## src/rtl/fir_tap_line.sv

```systemverilog
// Multi-channel tap delay line: per-channel NUM_TAPS-deep sample history with fill tracking,
// presenting the updated tap vector of the written channel on a registered valid/ready output.
module fir_tap_line #(
   parameter int DATA_WIDTH   = 16,
   parameter int NUM_TAPS     = 8,
   parameter int NUM_CHANNELS = 4,
   localparam int CH_W        = (NUM_CHANNELS > 1) ? $clog2(NUM_CHANNELS) : 1
) (
   input  logic                           clk,
   input  logic                           rst,
   input  logic                           in_valid,
   output logic                           in_ready,
   input  logic [DATA_WIDTH-1:0]          in_data,
   input  logic [CH_W-1:0]                in_chan,
   input  logic                           flush,
   output logic                           out_valid,
   input  logic                           out_ready,
   output logic [DATA_WIDTH*NUM_TAPS-1:0] out_taps,
   output logic [CH_W-1:0]                out_chan,
   output logic                           out_primed,
   output logic                           err_chan
);

   localparam int VW = DATA_WIDTH * NUM_TAPS;
   localparam int FW = $clog2(NUM_TAPS + 1);
   localparam logic [FW-1:0]   FILL_FULL = FW'(NUM_TAPS);
   localparam logic [CH_W:0]   NUM_CH_L  = (CH_W + 1)'(NUM_CHANNELS);

   logic                    accept;
   logic                    chan_ok;
   logic [NUM_CHANNELS-1:0] chan_hit;
   logic [VW-1:0]           hist_w [NUM_CHANNELS];
   logic [FW-1:0]           fill_w [NUM_CHANNELS];

   logic [VW-1:0]   sel_vec_d;
   logic            sel_primed_d;
   logic [CH_W-1:0] out_chan_d;

   logic            out_valid_q;
   logic [VW-1:0]   out_taps_q;
   logic [CH_W-1:0] out_chan_q;
   logic            out_primed_q;
   logic            err_chan_q;

   assign in_ready = !flush && (!out_valid_q || out_ready);
   assign accept   = in_valid && in_ready;
   assign chan_ok  = (NUM_CHANNELS == 1) || ({1'b0, in_chan} < NUM_CH_L);

   generate
      for (genvar gi = 0; gi < NUM_CHANNELS; gi++) begin : g_chan
         localparam logic [CH_W-1:0] GI_L = CH_W'(gi);
         logic [VW-1:0] hist_q, hist_d;
         logic [FW-1:0] fill_q, fill_d;

         assign chan_hit[gi] = accept && chan_ok && ((NUM_CHANNELS == 1) || (in_chan == GI_L));
         // Tap 0 sits in the low slice, so shifting toward older taps is a left shift.
         assign hist_d = {hist_q[VW-DATA_WIDTH-1:0], in_data};
         assign fill_d = (fill_q == FILL_FULL) ? fill_q : fill_q + 1'b1;

         always_ff @(posedge clk) begin
            if (rst || flush) begin
               hist_q <= '0;
               fill_q <= '0;
            end else if (chan_hit[gi]) begin
               hist_q <= hist_d;
               fill_q <= fill_d;
            end
         end

         assign hist_w[gi] = hist_d;
         assign fill_w[gi] = fill_d;
      end
   endgenerate

   always_comb begin
      sel_vec_d    = '0;
      sel_primed_d = 1'b0;
      for (int i = 0; i < NUM_CHANNELS; i++) begin
         if (chan_hit[i]) begin
            sel_vec_d    = hist_w[i];
            sel_primed_d = (fill_w[i] == FILL_FULL);
         end
      end
   end

   assign out_chan_d = (NUM_CHANNELS == 1) ? '0 : in_chan;

   always_ff @(posedge clk) begin
      if (rst || flush) begin
         out_valid_q  <= 1'b0;
         out_taps_q   <= '0;
         out_chan_q   <= '0;
         out_primed_q <= 1'b0;
         err_chan_q   <= 1'b0;
      end else begin
         err_chan_q <= accept && !chan_ok;
         if (accept && chan_ok) begin
            out_valid_q  <= 1'b1;
            out_taps_q   <= sel_vec_d;
            out_chan_q   <= out_chan_d;
            out_primed_q <= sel_primed_d;
         end else if (out_ready) begin
            out_valid_q <= 1'b0;
         end
      end
   end

   assign out_valid  = out_valid_q;
   assign out_taps   = out_taps_q;
   assign out_chan   = out_chan_q;
   assign out_primed = out_primed_q;
   assign err_chan   = err_chan_q;

endmodule

```

## config.mk

```make
export PLATFORM = sky130hd
export DESIGN_NAME = fir_tap_line
export DESIGN_NICKNAME = d
export VERILOG_FILES = /design/src/rtl/fir_tap_line.sv
export SDC_FILE = /design/constraint.sdc
export NUM_CORES = 1
export LEC_CHECK = 0
export CAP_MARGIN = 20
export CORE_MARGIN = 2
export CORE_UTILIZATION = 39
export DETAILED_ROUTE_END_ITERATION = 7
export HOLD_SLACK_MARGIN = 0.05
export SLEW_MARGIN = 30
export SYNTH_ARGS = -nofsm -noshare
export SYNTH_HDL_FRONTEND = slang
export SYNTH_SLANG_ARGS = --single-unit
```

## constraint.sdc

```tcl
create_clock -name clk -period 3.1 [get_ports clk]
set_input_delay 0.62 -clock clk [delete_from_list [all_inputs] [get_ports clk]]
set_output_delay 0.62 -clock clk [all_outputs]
set_load 0.01 [all_outputs]
```

==> results of run 1 <==
## area by class of cell
class                           instances  area, µm²  share of cell area
Sequential cell                       596      11930              0.4328
Multi-Input combinational cell       2009      10100              0.3662
Inverter                               11      41.29            0.001498
Tap cell                              765      957.2             0.03472
Clock buffer                           91       1819             0.06599
Timing Repair Buffer                  227       2382             0.08641
Clock inverter                         21      341.6             0.01239
## registers in the layout, summed over array words and instances (netlist names)
name           count
out_chan           2
g_chan.fill_q     16
g_chan.hist_q    448
out_primed         1
out_taps         128
out_valid          1
## power groups by stage
stage	Sequential, mW	Clock, mW	Combinational, mW
final	7.75	7.81	0.837
after global routing	7.75	8.26	0.889
after CTS	7.75	7.91	0.839
after detailed placement	7.92	0	0.837
after global placement	7.92	0	0.833
after floorplan	7.93	0	0.421
## cell usage in the layout, fill, tap and decap left out, drive strengths merged, types with 3 or more instances in the layout
master / count
nand2: 986
a31oi: 36
clkbuf: 91
mux2i: 44
o21ai: 105
nand2b: 5
xor2: 3
o211ai: 4
clkdlybuf4s50: 153
ha: 8
clkinv: 11
nand4b: 3
mux2: 63
bufinv: 7
or3: 5
nor2: 52
a21oi: 590
a221oi: 63
dfxtp: 596
mux4: 10
inv: 13
xnor2: 5
nor2b: 3
buf: 74
nand4: 5
## cell families (layout without fill, tap and decap cells)
| kind of cell | Yosys count | in the layout |
|---|---|---|
| and+or+nand+nor | 1069 | 1069 |
| AOI/OAI and AO/OA | 806 | 806 |
| DFF | 596 | 596 |
| buffers and inverters | 247 | 350 |
| muxes | 117 | 117 |
| adders and majority gates | 8 | 8 |
| xor gates and xnor gates | 8 | 8 |
| other | 1 | 1 |
## worst min-delay path by stage
stage | endpoint | cells after the start
5_1_grt | out_chan[1] | 3
3_3_place_gp | g_chan[3].hist_q[98] | 2
4_1_cts | out_chan[1] | 3
2_1_floorplan | out_taps[113] | 2
3_5_place_dp | g_chan[0].hist_q[97] | 2
6_report | out_chan[1] | 3
## metal layers
metal / vias up / global-route usage / part of all wire
met3: 127 / 0.03039 / 0.050
met2: 646 / 0.4147 / 0.48
li1: 9743 / - / -
met1: 9848 / 0.3115 / 0.42
met4: 0 / 0.1033 / 0.044
met5: - / 0 / 0
## worst register-to-register path, delay by kind of cell (launching register included)
kind	cells	cell delay, ns
buffers and inverters	1	0.36
DFF	1	0.32
and+or+nand+nor	4	1.24
AOI/OAI and AO/OA	1	0.17
==> results.json, run 1 <==
{
  "period_share": 0.8526,
  "clock_latency_ns": 0.65,
  "die_width_um": 246.8,
  "worst-path-max-fanout": 6,
  "yosysUniqueCellTypes": 41,
  "timing.hold.ws_ns": 0.3387,
  "p_per_area_nw_per_um2": 594.9,
  "final_core_util": 0.4751,
  "viasPerCell": 5.474,
  "vias": 20360,
  "drt-total-wl_um": 75330,
  "io_buffers": 155,
  "start_kind": "input port",
  "power.internal_mw": 12.62,
  "ys_warn_count": 0,
  "htree_levels": 2,
  "finClkSkew_ns": 0.02826,
  "chipHeight_um": 246.8,
  "pin_count": 157,
  "fillCellCount": 5585,
  "cp.arrival_ns": 2.02,
  "postRouteAntennaNets": 0,
  "seq_area_frac_synth": 0.5190,
  "grt_usage": 0.2439,
  "cts-root-buf": "clkbuf_16",
  "crit_end": "in_ready",
  "power_frac_comb": 0.051,
  "worstSetupStartpoint": "out_ready",
  "synth_top_family_by_area": "compound AO/OA/AOI/OAI gates",
  "power_mw": 16.40,
  "postCtsHoldBufs": 0,
  "sw_frac_of_total": 0.2304,
  "timing_max_transition_violations_final": 0,
  "cts_tree": "built",
  "r2r_slack_ns": 0.95,
  "post-synth-top-count-cell": "nand2_1",
  "timing.rr.start": "out_valid",
  "path_cells": "clkdlybuf4s50_1, nor2b_1, nor2_1, clkdlybuf4s50_1",
  "synth.net_count": 2883,
  "post_dp_cell_area_um2": 25400,
  "num_rows": 88,
  "stdcell_count": 3720,
  "initial_core_util": 0.3962,
  "finalSetupViolations": 0,
  "worst-path-stages": 4,
  "endpoint_kind": "output pin",
  "yosys.area_share.simple": 0.1791,
  "insertedDiodeCount": 0,
  "hp-start": "in_chan[1]",
  "muxShareOfSynthArea": 0.05982,
  "hold_viol_final": 0,
  "place_congestion": 0.8363,
  "netlist.area_leader.share": 0.5190,
  "synthToLayoutAreaGrowth_pct": 19.93,
  "grt_pass1_vias": 19420,
  "layout_min_cycle_time_ns": 2.643,
  "synth_ff_type": "dfxtp_1",
  "final.setup.worst_slack_ns": 0.4571,
  "cts_resized": 0,
  "fin_tns_setup_ns": 0,
  "maxSlewHeadroom": 0.4497,
  "place_ws_ns": 0.1099,
  "core_area_um2": 58030,
  "slowest_stage": "clkdlybuf4s50_1",
  "async_flop_share": 0,
  "postCtsSetupBuffers": 0,
  "r2r_cells": 6,
  "crit_buf_inv": 2,
  "overflow": 0,
  "drc": 0,
  "switching_power_mw": 3.778,
  "fin_area_um2": 27570,
  "synth_area_um2": 22990,
  "layout-drive-gt1-share": 0.08866,
  "clkPwrFrac": 0.476,
  "wl_per_cell_um": 20.25,
  "worst_slew_pin_slew_ns": 0.8254,
  "synth.area.top_cells": "dfxtp_1 52%, nand2_1 16%, a21oi_1 13%",
  "grt_max_degree": 140,
  "dr.pass1.iters": 6,
  "path_delay_family": "buffers and inverters",
  "cts_made_buffers": 61,
  "synth_edf_count": 0,
  "ir_drop_mv": 0.4547,
  "max_freq_mhz": 378.4,
  "crit_top_cell": "clkdlybuf4s50_1",
  "hp-class": "in -> reg",
  "rsz0062_at_grt": "no",
  "synth_area_per_cell_um2": 8.060,
  "clock_path_buffers": 3,
  "p_seq_frac": 0.473,
  "p_leak_nw": 8.907,
  "yosysTopAreaCell": "dfxtp_1",
  "nets": 2937,
  "grt_pass1_wl_um": 116200,
  "maxCapViolCount": 0,
  "cts.sinks": 596,
  "synth_compound_area_frac": 0.1894,
  "clkTransAtPathRegs_ns": 0.06,
  "synth-seq-cells": 596,
  "synth_xor_area_frac": 0.003048,
  "dp_cells": 3608,
  "status": "completed",
  "critPathRequiredTime_ns": 2.48,
  "hpwl_um": 49890,
  "antenna_found_initial": 0,
  "synth_adder_area_share": 0.004354,
  "critical_path_class": "in -> out",
  "rr_endpoint": "g_chan[0].hist_q[72]",
  "slowest_delay_ns": 0.49,
  "syn_inst": 2852,
  "drt_iter0_drc": 1959,
  "dieArea_um2": 60900,
  "synth_commonest_cells": "986 x nand2_1, 596 x dfxtp_1, 590 x a21oi_1, 172 x clkbuf_1, 105 x o21ai_0"
}
Power figures use the tool's default switching activity.
==> run 2, diff against run 1 <==
--- a/config.mk
+++ b/config.mk
@@ -7,9 +7,10 @@
 export LEC_CHECK = 0
 export CAP_MARGIN = 20
 export CORE_MARGIN = 2
-export CORE_UTILIZATION = 39
+export CORE_UTILIZATION = 45
 export DETAILED_ROUTE_END_ITERATION = 7
 export HOLD_SLACK_MARGIN = 0.05
+export SKIP_LAST_GASP = 1
 export SLEW_MARGIN = 30
 export SYNTH_ARGS = -nofsm -noshare
 export SYNTH_HDL_FRONTEND = slang
==> results.json, run 2 (synthesis gave the netlist of run 1 again) <==
{
  "antenna_found_initial": 1,
  "layout_min_cycle_time_ns": 2.410,
  "hpwl_um": 49780,
  "max_freq_mhz": 414.9,
  "timing_max_transition_violations_final": 0,
  "ir_drop_mv": 0.4247,
  "nets": 2942,
  "maxSlewHeadroom": 0.5328,
  "status": "completed",
  "drt_iter0_drc": 1965,
  "cts_made_buffers": 66,
  "power_frac_comb": 0.051,
  "p_per_area_nw_per_um2": 606.8,
  "layout_commonest_cell": "nand2_1",
  "clock_latency_ns": 0.60,
  "cts.sinks": 596,
  "overflow": 0,
  "initial_core_util": 0.4573,
  "dr.pass1.iters": 5,
  "cts-root-buf": "clkbuf_16",
  "post_dp_cell_area_um2": 25360,
  "hp-start": "g_chan[3].hist_q[31]",
  "cp.arrival_ns": 1.79,
  "cts_resized": 0,
  "hold_viol_final": 0,
  "postRouteAntennaNets": 0,
  "finalSetupViolations": 0,
  "grt_usage": 0.2839,
  "timing.hold.ws_ns": 0.4514,
  "postCtsSetupBuffers": 0,
  "top_register": "g_chan.hist_q",
  "htree_levels": 3,
  "wl_per_cell_um": 21.09,
  "period_share": 0.7776,
  "clock_path_buffers": 3,
  "vias": 20400,
  "fin_area_um2": 27630,
  "endpoint_kind": "output pin",
  "viasPerCell": 5.618,
  "worst-path-max-fanout": 4,
  "insertedDiodeCount": 0,
  "switching_power_mw": 3.739,
  "finClkSkew_ns": 0.01660,
  "drt-total-wl_um": 76600,
  "p_seq_frac": 0.462,
  "slowest_stage": "clkdlybuf4s50_1",
  "synthToLayoutAreaGrowth_pct": 20.18,
  "grt_pass1_vias": 19480,
  "pin_count": 157,
  "io_buffers": 155,
  "fin_tns_setup_ns": 0,
  "critical_path_class": "in -> out",
  "maxCapViolCount": 0,
  "hp-class": "reg -> reg",
  "largest_reg_flops": 448,
  "grt_max_degree": 116,
  "slowest_delay_ns": 0.54,
  "cts_tree": "built",
  "chipHeight_um": 230.0,
  "crit_top_cell": "clkdlybuf4s50_1",
  "clkTransAtPathRegs_ns": 0.05,
  "drc": 0,
  "r2r_cells": 7,
  "start_kind": "input port",
  "sw_frac_of_total": 0.2230,
  "critPathRequiredTime_ns": 2.48,
  "worst_slew_pin_slew_ns": 0.7008,
  "layout_common_cells": "984 x nand2_1, 596 x dfxtp_1, 590 x a21oi_1, 153 x clkdlybuf4s50_1, 105 x o21ai_0",
  "die_width_um": 230.0,
  "timing.rr.start": "out_valid",
  "postCtsHoldBufs": 0,
  "grt_pass1_wl_um": 116300,
  "whs_path_depth": 2,
  "dieArea_um2": 52910,
  "layout-drive-gt1-share": 0.08750,
  "rsz0062_at_grt": "no",
  "power.internal_mw": 13.03,
  "stdcell_count": 3632,
  "dp_cells": 3515,
  "path_cells": "clkdlybuf4s50_1, nor2_1, clkdlybuf4s50_1",
  "core_area_um2": 50270,
  "num_rows": 82,
  "p_leak_nw": 8.980,
  "clkPwrFrac": 0.486,
  "place_congestion": 0.8491,
  "worstSetupStartpoint": "flush"
}
[run 2: cell count changes in the layout (fill, tap and decap cells not counted), sizes merged]
cell    previous run  this run
bufinv             7         6
inv               13        12
clkbuf            91       106
clkinv            11         3
[run 2: layer usage]
| metal | global-route usage | up-vias | routed length (µm) |
|---|---|---|---|
| li1 | - | 9741 | - |
| met1 | 0.3653 | 9779 | 31970 |
| met2 | 0.4559 | 712 | 35580 |
| met3 | 0.04489 | 170 | 4510 |
| met4 | 0.1575 | 2 | 4518 |
| met5 | 0 | - | 9 |
[run 2: through the flow]
step | total power [mW] | util | setup WS [ns]
floorplan | 8.347 | - | 0.9433
CTS | 16.86 | 0.5496 | 0.6855
finish | 16.76 | 0.5496 | 0.6896
detailed placement | 8.771 | 0.5044 | 0.3165
global route | 17.23 | 0.5496 | 0.6549
global placement | 8.770 | 0.5044 | 0.3232
[run 2: area by class of cell]
cell class,count,area [µm²]
Timing Repair Buffer,227,2454
Fill cell,4725,22650
Clock buffer,106,2058
Clock inverter,11,211.5
Inverter,11,41.29
Tap cell,672,840.8
Multi-Input combinational cell,2009,10090
Sequential cell,596,11930
[run 2: power by group through the flow]
stage / sequential [mW] / combinational, mW / clock [mW]
2_1_floorplan: 7.93 / 0.421 / 0
3_3_place_gp: 7.92 / 0.850 / 0
3_5_place_dp: 7.92 / 0.851 / 0
4_1_cts: 7.75 / 0.854 / 8.25
5_1_grt: 7.75 / 0.903 / 8.57
6_report: 7.75 / 0.857 / 8.15
[run 2: worst paths after layout]
kind                          end  slack [ns]
max                      in_ready        0.69
min          g_chan[3].hist_q[31]        0.45
max reg2reg  g_chan[0].hist_q[69]        1.02
min reg2reg  g_chan[3].hist_q[31]        0.45
[run 2: critical path, delay by kind of cell]
family / cells / cell delay [ns]
buffers and inverters: 2 / 1.03
and+or+nand+nor: 1 / 0.13
